<file path="src/rtl/muldiv_sequencer.sv">
// Iterative RV32M multiply/divide unit: radix-2 shift-add multiply and restoring
// divide with a fixed XLEN+2 cycle latency from the cycle start is first seen.
module muldiv_sequencer #(
  parameter int XLEN = 32
) (
  input  logic            clk,
  input  logic            rst_n,
  input  logic            start,
  input  logic [2:0]      fn3,
  input  logic [XLEN-1:0] op_a,
  input  logic [XLEN-1:0] op_b,
  output logic            busy,
  output logic            done,
  output logic            stall,
  output logic [XLEN-1:0] result
);

  localparam int CW = $clog2(XLEN) + 1;

  typedef enum logic [1:0] {IDLE, CALC, FIX, DONE} state_t;

  state_t            state_q, state_d;
  logic [2:0]        fn3_q, fn3_d;
  logic              neg_a_q, neg_a_d;
  logic              neg_b_q, neg_b_d;
  logic [XLEN-1:0]   mag_a_q, mag_a_d;
  logic [XLEN-1:0]   mag_b_q, mag_b_d;
  logic [2*XLEN-1:0] acc_q, acc_d;
  logic [CW-1:0]     cnt_q, cnt_d;
  logic              busy_q, busy_d;
  logic              done_q, done_d;
  logic [XLEN-1:0]   result_q, result_d;

  logic              a_signed, b_signed;
  logic [XLEN-1:0]   in_mag_a, in_mag_b;
  logic [XLEN:0]     mul_sum, div_trial, div_diff;
  logic [2*XLEN-1:0] mul_next, div_next, prod_fix;
  logic [XLEN-1:0]   quo_fix, rem_fix;

  // Datapath: the accumulator holds the product during multiply and the
  // remainder:quotient pair during divide.
  always_comb begin
    a_signed  = (fn3 == 3'b001) || (fn3 == 3'b010) || (fn3 == 3'b100) || (fn3 == 3'b110);
    b_signed  = (fn3 == 3'b001) || (fn3 == 3'b100) || (fn3 == 3'b110);
    in_mag_a  = (a_signed && op_a[XLEN-1]) ? -op_a : op_a;
    in_mag_b  = (b_signed && op_b[XLEN-1]) ? -op_b : op_b;

    mul_sum   = {1'b0, acc_q[2*XLEN-1:XLEN]} + {1'b0, mag_a_q & {XLEN{acc_q[0]}}};
    mul_next  = {mul_sum, acc_q[XLEN-1:1]};

    div_trial = {acc_q[2*XLEN-1:XLEN], acc_q[XLEN-1]};
    div_diff  = div_trial - {1'b0, mag_b_q};
    div_next  = div_diff[XLEN] ? {div_trial[XLEN-1:0], acc_q[XLEN-2:0], 1'b0}
                               : {div_diff[XLEN-1:0],  acc_q[XLEN-2:0], 1'b1};

    // A zero divisor leaves the quotient all ones and must not be negated.
    prod_fix  = (neg_a_q ^ neg_b_q) ? -acc_q : acc_q;
    quo_fix   = ((neg_a_q ^ neg_b_q) && (mag_b_q != '0)) ? -acc_q[XLEN-1:0] : acc_q[XLEN-1:0];
    rem_fix   = neg_a_q ? -acc_q[2*XLEN-1:XLEN] : acc_q[2*XLEN-1:XLEN];
  end

  always_comb begin
    state_d  = state_q;
    fn3_d    = fn3_q;
    neg_a_d  = neg_a_q;
    neg_b_d  = neg_b_q;
    mag_a_d  = mag_a_q;
    mag_b_d  = mag_b_q;
    acc_d    = acc_q;
    cnt_d    = cnt_q;
    busy_d   = busy_q;
    done_d   = 1'b0;
    result_d = result_q;

    case (state_q)
      IDLE: begin
        if (start) begin
          state_d = CALC;
          busy_d  = 1'b1;
          fn3_d   = fn3;
          neg_a_d = a_signed && op_a[XLEN-1];
          neg_b_d = b_signed && op_b[XLEN-1];
          mag_a_d = in_mag_a;
          mag_b_d = in_mag_b;
          acc_d   = fn3[2] ? {{XLEN{1'b0}}, in_mag_a} : {{XLEN{1'b0}}, in_mag_b};
          cnt_d   = CW'(XLEN - 1);
        end
      end
      CALC: begin
        acc_d = fn3_q[2] ? div_next : mul_next;
        cnt_d = cnt_q - 1'b1;
        if (cnt_q == '0) state_d = FIX;
      end
      FIX: begin
        case (fn3_q)
          3'b000:                   result_d = acc_q[XLEN-1:0];
          3'b001, 3'b010, 3'b011:   result_d = prod_fix[2*XLEN-1:XLEN];
          3'b100, 3'b101:           result_d = quo_fix;
          default:                  result_d = rem_fix;
        endcase
        state_d = DONE;
        busy_d  = 1'b0;
        done_d  = 1'b1;
      end
      default: begin
        state_d = IDLE;
      end
    endcase
  end

  always_ff @(posedge clk) begin
    if (!rst_n) begin
      state_q  <= IDLE;
      fn3_q    <= '0;
      neg_a_q  <= 1'b0;
      neg_b_q  <= 1'b0;
      mag_a_q  <= '0;
      mag_b_q  <= '0;
      acc_q    <= '0;
      cnt_q    <= '0;
      busy_q   <= 1'b0;
      done_q   <= 1'b0;
      result_q <= '0;
    end else begin
      state_q  <= state_d;
      fn3_q    <= fn3_d;
      neg_a_q  <= neg_a_d;
      neg_b_q  <= neg_b_d;
      mag_a_q  <= mag_a_d;
      mag_b_q  <= mag_b_d;
      acc_q    <= acc_d;
      cnt_q    <= cnt_d;
      busy_q   <= busy_d;
      done_q   <= done_d;
      result_q <= result_d;
    end
  end

  assign busy   = busy_q;
  assign done   = done_q;
  assign result = result_q;
  assign stall  = start & ~done_q;

endmodule

</file>
<file path="config.mk">
export PLATFORM = sky130hd
export DESIGN_NAME = muldiv_sequencer
export DESIGN_NICKNAME = d
export VERILOG_FILES = /design/src/rtl/muldiv_sequencer.sv
export SDC_FILE = /design/constraint.sdc
export NUM_CORES = 1
export LEC_CHECK = 0
export BUFFER_PORTS_ARGS = -buffer_cell sky130_fd_sc_hd__buf_2
export CAP_MARGIN = 20
export CORE_MARGIN = 5
export CORE_UTILIZATION = 55
export CTS_BUF_LIST = sky130_fd_sc_hd__clkbuf_4 sky130_fd_sc_hd__clkbuf_8
export CTS_CLUSTER_DIAMETER = 60
export DETAILED_ROUTE_END_ITERATION = 10
export PLACE_DENSITY = 0.8
export SYNTH_ARGS = -nofsm -noshare
export SYNTH_HDL_FRONTEND = slang
export SYNTH_SLANG_ARGS = --single-unit
</file>
<file path="constraint.sdc">
create_clock -name clk -period 7.2 [get_ports clk]
set_input_delay 0.36 -clock clk [delete_from_list [all_inputs] [get_ports clk]]
set_output_delay 0.36 -clock clk [all_outputs]
set_load 0.01 [all_outputs]
</file>
==> results.tsv, run 1 <==
metric	value	unit
status	completed	
viasPerCell	6.55	
r2r-end	acc_q[60]$_SDFFE_PN0P_	
cp.arrival	5.12	ns
die_area	31500	um2
relSlewSlack	0.306	
crit_type	reg2reg	
netlist-cell-type-count	80	
die_h	178	um
cap_viol_max_count	0	
cp-endpoint	acc_q[60]$_SDFFE_PN0P_	
grt_max_degree	91	
cts_tree	yes	
crit_top_cell	buf_4	
fin_nets	2262	
clkSinkCount	175	
slowest_delay	0.73	ns
grt-ovfl-total	0	
cp_max_fo	16	
ys.flop_type	dfxtp_1	
grt_pass1_wl	84700	um
ys_async_sr_fraction	0	
die_w	178	um
postRouteAntennaNets	0	
rows	61	
hpwl	41900	um
cts-hold-fix-buffers	0	
worst_setup_path_start_kind	flop	
clockBufferDepth	2	
power.density	293	nW/um2
cts_root_buffer	clkbuf_8	
fmax	212	MHz
crit_path_top_delay_cell	xnor2_2	
path_cells	inv_1 > ha_1 > fa_1 > nor2b_1 > o31ai_1 > a211oi_1 > o21a_1 > o31a_1 > o21ai_1 > buf_4 > xnor2_2 > buf_4 > mux2_2 > a221o_1	
vias	16418	
p_leak	0.00667	uW
fin_tns_setup	0	ns
io_buffers	104	
start_util	0.556	
grt_setup_unrepaired	no	
ys_seq_area_frac	0.227	
critPathBufInv	3	
required	7.59	ns
final_max_slew_viol_count	0	
peakVddDrop	0.000572	V
routed_wl	55100	um
cp.depth	14	
io_pins	105	
min_from	fn3[0]	
synth_edf_count	0	
grtUsageTotal	0.340	
first_pass_iters	8	
ys_seq_elements	175	
area_delta_synth_final	6.38	%
cts_setup_buffers	0	
routabilityCongestion	0.986	
fill_cells	2697	
holdWs	0.142	ns
tightest_slew	1.04	ns
crit_path_end_kind	flop	
drt_iter0_markers	2156	
postSynthAreaPerCell	7.28	um2
h-tree-depth	4	
core	27800	um2
clk_latency	0.50	ns
synthCells	2123	
grt_pass1_vias	15059	
clk_pin_slew	0.11	ns
layout_common_cells	nor2_1, a21oi_1, nand2_1	
wl_per_cell	22.0	um
hold_violations	0	
fin_crit_sh	0.656	
drc_errors	0	
antenna_cells	0	
cp-startpoint	acc_q[31]$_SDFFE_PN0P_	
r2r_slack	2.48	ns
yosys_warnings	0	
cts_resized	0	
drive_above_1_share	0.0986	
critical-path-top-delay-family	compound AO/OA/AOI/OAI gates	
cts_buffers	17	
syn_nets	2268	
reg2regPathDepth	14	
antenna_found_initial	2	
final_common_cell	nor2_1	
min_period	4.72	ns
hp-class	in2reg	
setup_viol	0	
synthesis.area	15500	um2
reg2reg_from	acc_q[31]$_SDFFE_PN0P_	
clock_skew	0.0209	ns
## kinds of logic (layout without fill, tap and decap cells)
| kind of cell | after synthesis | in the layout | synth area share |
|---|---|---|---|
| AOI/OAI and AO/OA | 706 | 706 | 0.297 |
| muxes | 65 | 65 | 0.0434 |
| adders and majority gates | 75 | 75 | 0.0617 |
| and+or+nand+nor | 706 | 706 | 0.220 |
| DFF | 175 | 175 | 0.227 |
| buffers and inverters | 231 | 238 | 0.0579 |
| xor gates and xnor gates | 165 | 165 | 0.0935 |
## metrics by stage
step / total power (uW) / std cells / util / area (um2) / setup WS [ns]
global route: 5090 / 2508 / 0.592 / 16400 / 2.28
global placement: 3950 / 2476 / 0.577 / 16000 / 2.69
floorplan: 3240 / 2123 / - / 15500 / 3.85
detailed placement: 4000 / 2476 / 0.577 / 16000 / 2.58
finish: 4820 / 2508 / 0.592 / 16400 / 2.48
CTS: 4710 / 2508 / 0.592 / 16400 / 2.58
## worst register-to-register path: stages (launching register included)
cell and delay [ns]:
dfxtp_1 0.47, inv_1 0.13, ha_1 0.23, fa_1 0.41
nor2b_1 0.17, o31ai_1 0.12, a211oi_1 0.56, o21a_1 0.21
o31a_1 0.20, o21ai_1 0.10, buf_4 0.20, xnor2_2 0.73
buf_4 0.41, mux2_2 0.37, a221o_1 0.31
## registers in the layout (all words and copies together), names as in the netlist
name	cells
state_q	2
cnt_q	6
neg_b_q	1
mag_a_q	32
done	1
mag_b_q	32
neg_a_q	1
fn3_q	3
busy	1
result	32
acc_q	64
## report_power, final
part	switching [uW]	total, uW	internal (uW)
clock	461	724	263
sequential	329	1540	1210
combinational	1640	2560	913
## cells in the mapped netlist, types with 43 or more instances
cell type / n / area [um2]
nor2_1: 222 / 833
a21oi_1: 190 / 951
nand2_1: 177 / 664
dfxtp_1: 175 / 3500
o21ai_0: 146 / 731
clkbuf_1: 133 / 499
xnor2_1: 97 / 850
a211oi_1: 96 / 721
inv_1: 79 / 297
ha_1: 73 / 913
xor2_1: 68 / 596
nor3_1: 50 / 250
mux2i_1: 49 / 490
nand3_1: 43 / 215
## area by class of cell
class                   count  area [um2]  area share
inverters                  81         304      0.0185
clock buffers              17         234      0.0142
flip-flops and latches    175        3510       0.213
clock inverters            15         168      0.0102
repair buffers            125         678      0.0413
well taps                 378         473      0.0288
multi-input cells        1717       11100       0.674
## worst min-delay path by stage
stage                              endpoint  cells after the start
global placement    result[29]$_SDFFE_PN0P_                      2
floorplan           mag_a_q[0]$_SDFFE_PN0P_                      2
finish                fn3_q[0]$_SDFFE_PN0P_                      3
global route          fn3_q[0]$_SDFFE_PN0P_                      3
detailed placement  result[14]$_SDFFE_PN0P_                      2
CTS                   fn3_q[0]$_SDFFE_PN0P_                      3
## layer usage
| metal | global-route usage | up-vias | routed length (um) |
|---|---|---|---|
| li1 | - | 7711 | - |
| met1 | 0.470 | 7567 | 22800 |
| met2 | 0.508 | 985 | 23200 |
| met3 | 0.0663 | 151 | 5920 |
| met4 | 0.168 | 4 | 3060 |
| met5 | 0 | - | 27 |
Power figures use the tool's default switching activity.
==> run 2, diff against run 1 <==
clock period = 4.6 ns   (was 7.2 ns; I/O delays follow)
==> results.tsv, run 2 (synthesis results as in run 1) <==
metric	value	unit	change
cp_max_fo	25		was 16
cp.arrival	4.37	ns	was 5.12 ns
grt_max_degree	85		was 91
cap_viol_max_count	0		unchanged
fin_nets	2279		was 2262
drive_above_1_share	0.105		was 0.0986
clock_skew	0.0341	ns	was 0.0209 ns
relSlewSlack	0.342		was 0.306
p_leak	0.00677	uW	was 0.00667 uW
fin_crit_sh	0.865		was 0.656
die_h	178	um	unchanged
r2r_slack	0.62	ns	was 2.48 ns
cts_resized	0		unchanged
layout_common_cells	nor2_1, a21oi_1, nand2_1		unchanged
largest_reg_flops	64		unchanged
io_buffers	104		unchanged
die_area	31500	um2	unchanged
routed_wl	55100	um	about the same
final_common_cell	nor2_1		unchanged
largest_register	acc_q		unchanged
clkSinkCount	175		unchanged
critPathBufInv	3		unchanged
tightest_slew	0.980	ns	was 1.04 ns
h-tree-depth	4		unchanged
start_util	0.556		unchanged
cts_tree	yes		unchanged
final_max_slew_viol_count	0		unchanged
crit_top_cell	buf_4		unchanged
status	completed		unchanged
clk_latency	0.51	ns	was 0.50 ns
die_w	178	um	unchanged
grtUsageTotal	0.341		was 0.340
fin_util	0.597		was 0.592
crit_path_end_kind	flop		unchanged
path_cells	inv_1 > ha_1 > fa_1 > nor2b_1 > o31ai_1 > a211oi_1 > o21a_1 > o31a_1 > o21ai_1 > buf_4 > xnor2_2 > buf_4 > mux2_2 > o221ai_1		was inv_1 > ha_1 > fa_1 > nor2b_1 > o31ai_1 > a211oi_1 > o21a_1 > o31a_1 > o21ai_1 > buf_4 > xnor2_2 > buf_4 > mux2_2 > a221o_1
viasPerCell	6.57		was 6.55
required	4.99	ns	was 7.59 ns
crit_type	reg2reg		unchanged
wl_per_cell	21.8	um	was 22.0 um
worst_setup_path_start_kind	flop		unchanged
clockBufferDepth	2		unchanged
drc_errors	0		unchanged
grt_pass1_vias	15075		was 15059
area_delta_synth_final	7.38	%	was 6.38%
grt-ovfl-total	0		unchanged
peakVddDrop	0.000550	V	was 0.000572 V
power.density	459	nW/um2	was 293 nW/um2
grt_pass1_wl	84900	um	was 84700 um
antenna_cells	0		unchanged
grt_setup_unrepaired	no		unchanged
cts-hold-fix-buffers	0		unchanged
routabilityCongestion	1.01		was 0.986
hpwl	42000	um	was 41900 um
fill_cells	2638		was 2697
min_period	3.98	ns	was 4.72 ns
fin_tns_setup	0	ns	unchanged
hold_violations	0		unchanged
cts_buffers	17		unchanged
cts_setup_buffers	0		unchanged
setup_viol	0		unchanged
slowest_delay	0.54	ns	was 0.73 ns
cts_root_buffer	clkbuf_8		unchanged
hp-class	in2reg		unchanged
first_pass_iters	6		was 8
critical-path-top-delay-family	compound AO/OA/AOI/OAI gates		unchanged
antenna_found_initial	1		was 2
core	27800	um2	unchanged
fmax	251	MHz	was 212 MHz
io_pins	105		unchanged
clk_pin_slew	0.11	ns	about the same
drt_iter0_markers	2326		was 2156
crit_path_top_delay_cell	a211oi_1		was xnor2_2
postRouteAntennaNets	0		unchanged
rows	61		unchanged
vias	16593		was 16418
==> run 2: changes by cell type in the layout (fill, tap and decap cells not counted) <==
cell        change
buf_4          +17
bufinv_16       +1
clkinv_4        +1
clkinv_8        +1
clkinvlp_4      -1
inv_4           -1
inv_8           -1
nor2_1          +1
nor2_2          -1
==> run 2: power by group <==
part	switching, uW	total, uW	internal [uW]
logic	2590	4040	1460
clock network	719	1190	467
registers	499	2390	1890
==> run 2: path summary, 6_finish.rpt <==
kind,from,to,cells after the start
worst min-delay path,op_a[31],mag_a_q[31]$_SDFFE_PN0P_,3
worst max register to register,acc_q[31]$_SDFFE_PN0P_,acc_q[32]$_SDFFE_PN0P_,14
worst min register to register,result[29]$_SDFFE_PN0P_,result[29]$_SDFFE_PN0P_,2
worst max-delay path,acc_q[31]$_SDFFE_PN0P_,acc_q[32]$_SDFFE_PN0P_,14
==> run 2: metrics by stage <==
step                instance area [um2]  hold slack [ns]  instances  total power (uW)  setup WS (ns)
global placement                  16200            0.423       2493              6230          0.912
floorplan                         15500            0.366       2123              5070           1.25
CTS                               16600          0.00850       2525              7470          0.728
global route                      16600           0.0288       2525              8070          0.465
detailed placement                16200            0.426       2493              6310          0.782
finish                            16600           0.0137       2525              7620          0.623
==> run 2: layout make-up <==
cell class	count	area [um2]	area share
Tap cell	378	473	0.0285
Sequential cell	175	3510	0.211
Inverter	81	304	0.0183
Clock buffer	17	234	0.0141
Clock inverter	15	198	0.0119
Timing Repair Buffer	142	806	0.0486
Multi-Input combinational cell	1717	11100	0.667
==> run 2: metal layers <==
metal / global-route usage / wire, um / vias up
met1: 0.473 / 22800 / 7696
li1: - / - / 7740
met5: 0 / 13 / -
met2: 0.505 / 23100 / 1006
met3: 0.0622 / 5850 / 149
met4: 0.179 / 3310 / 2
==> run 2: worst reg2reg max path, cell delays in order, from the launching register on <==
cell and delay, ns:
dfxtp_1 0.47, inv_1 0.10, ha_1 0.22, fa_1 0.42, nor2b_1 0.19, o31ai_1 0.11
a211oi_1 0.54, o21a_1 0.21, o31a_1 0.20, o21ai_1 0.09, buf_4 0.19, xnor2_2 0.16
buf_4 0.43, mux2_2 0.40, o221ai_1 0.15
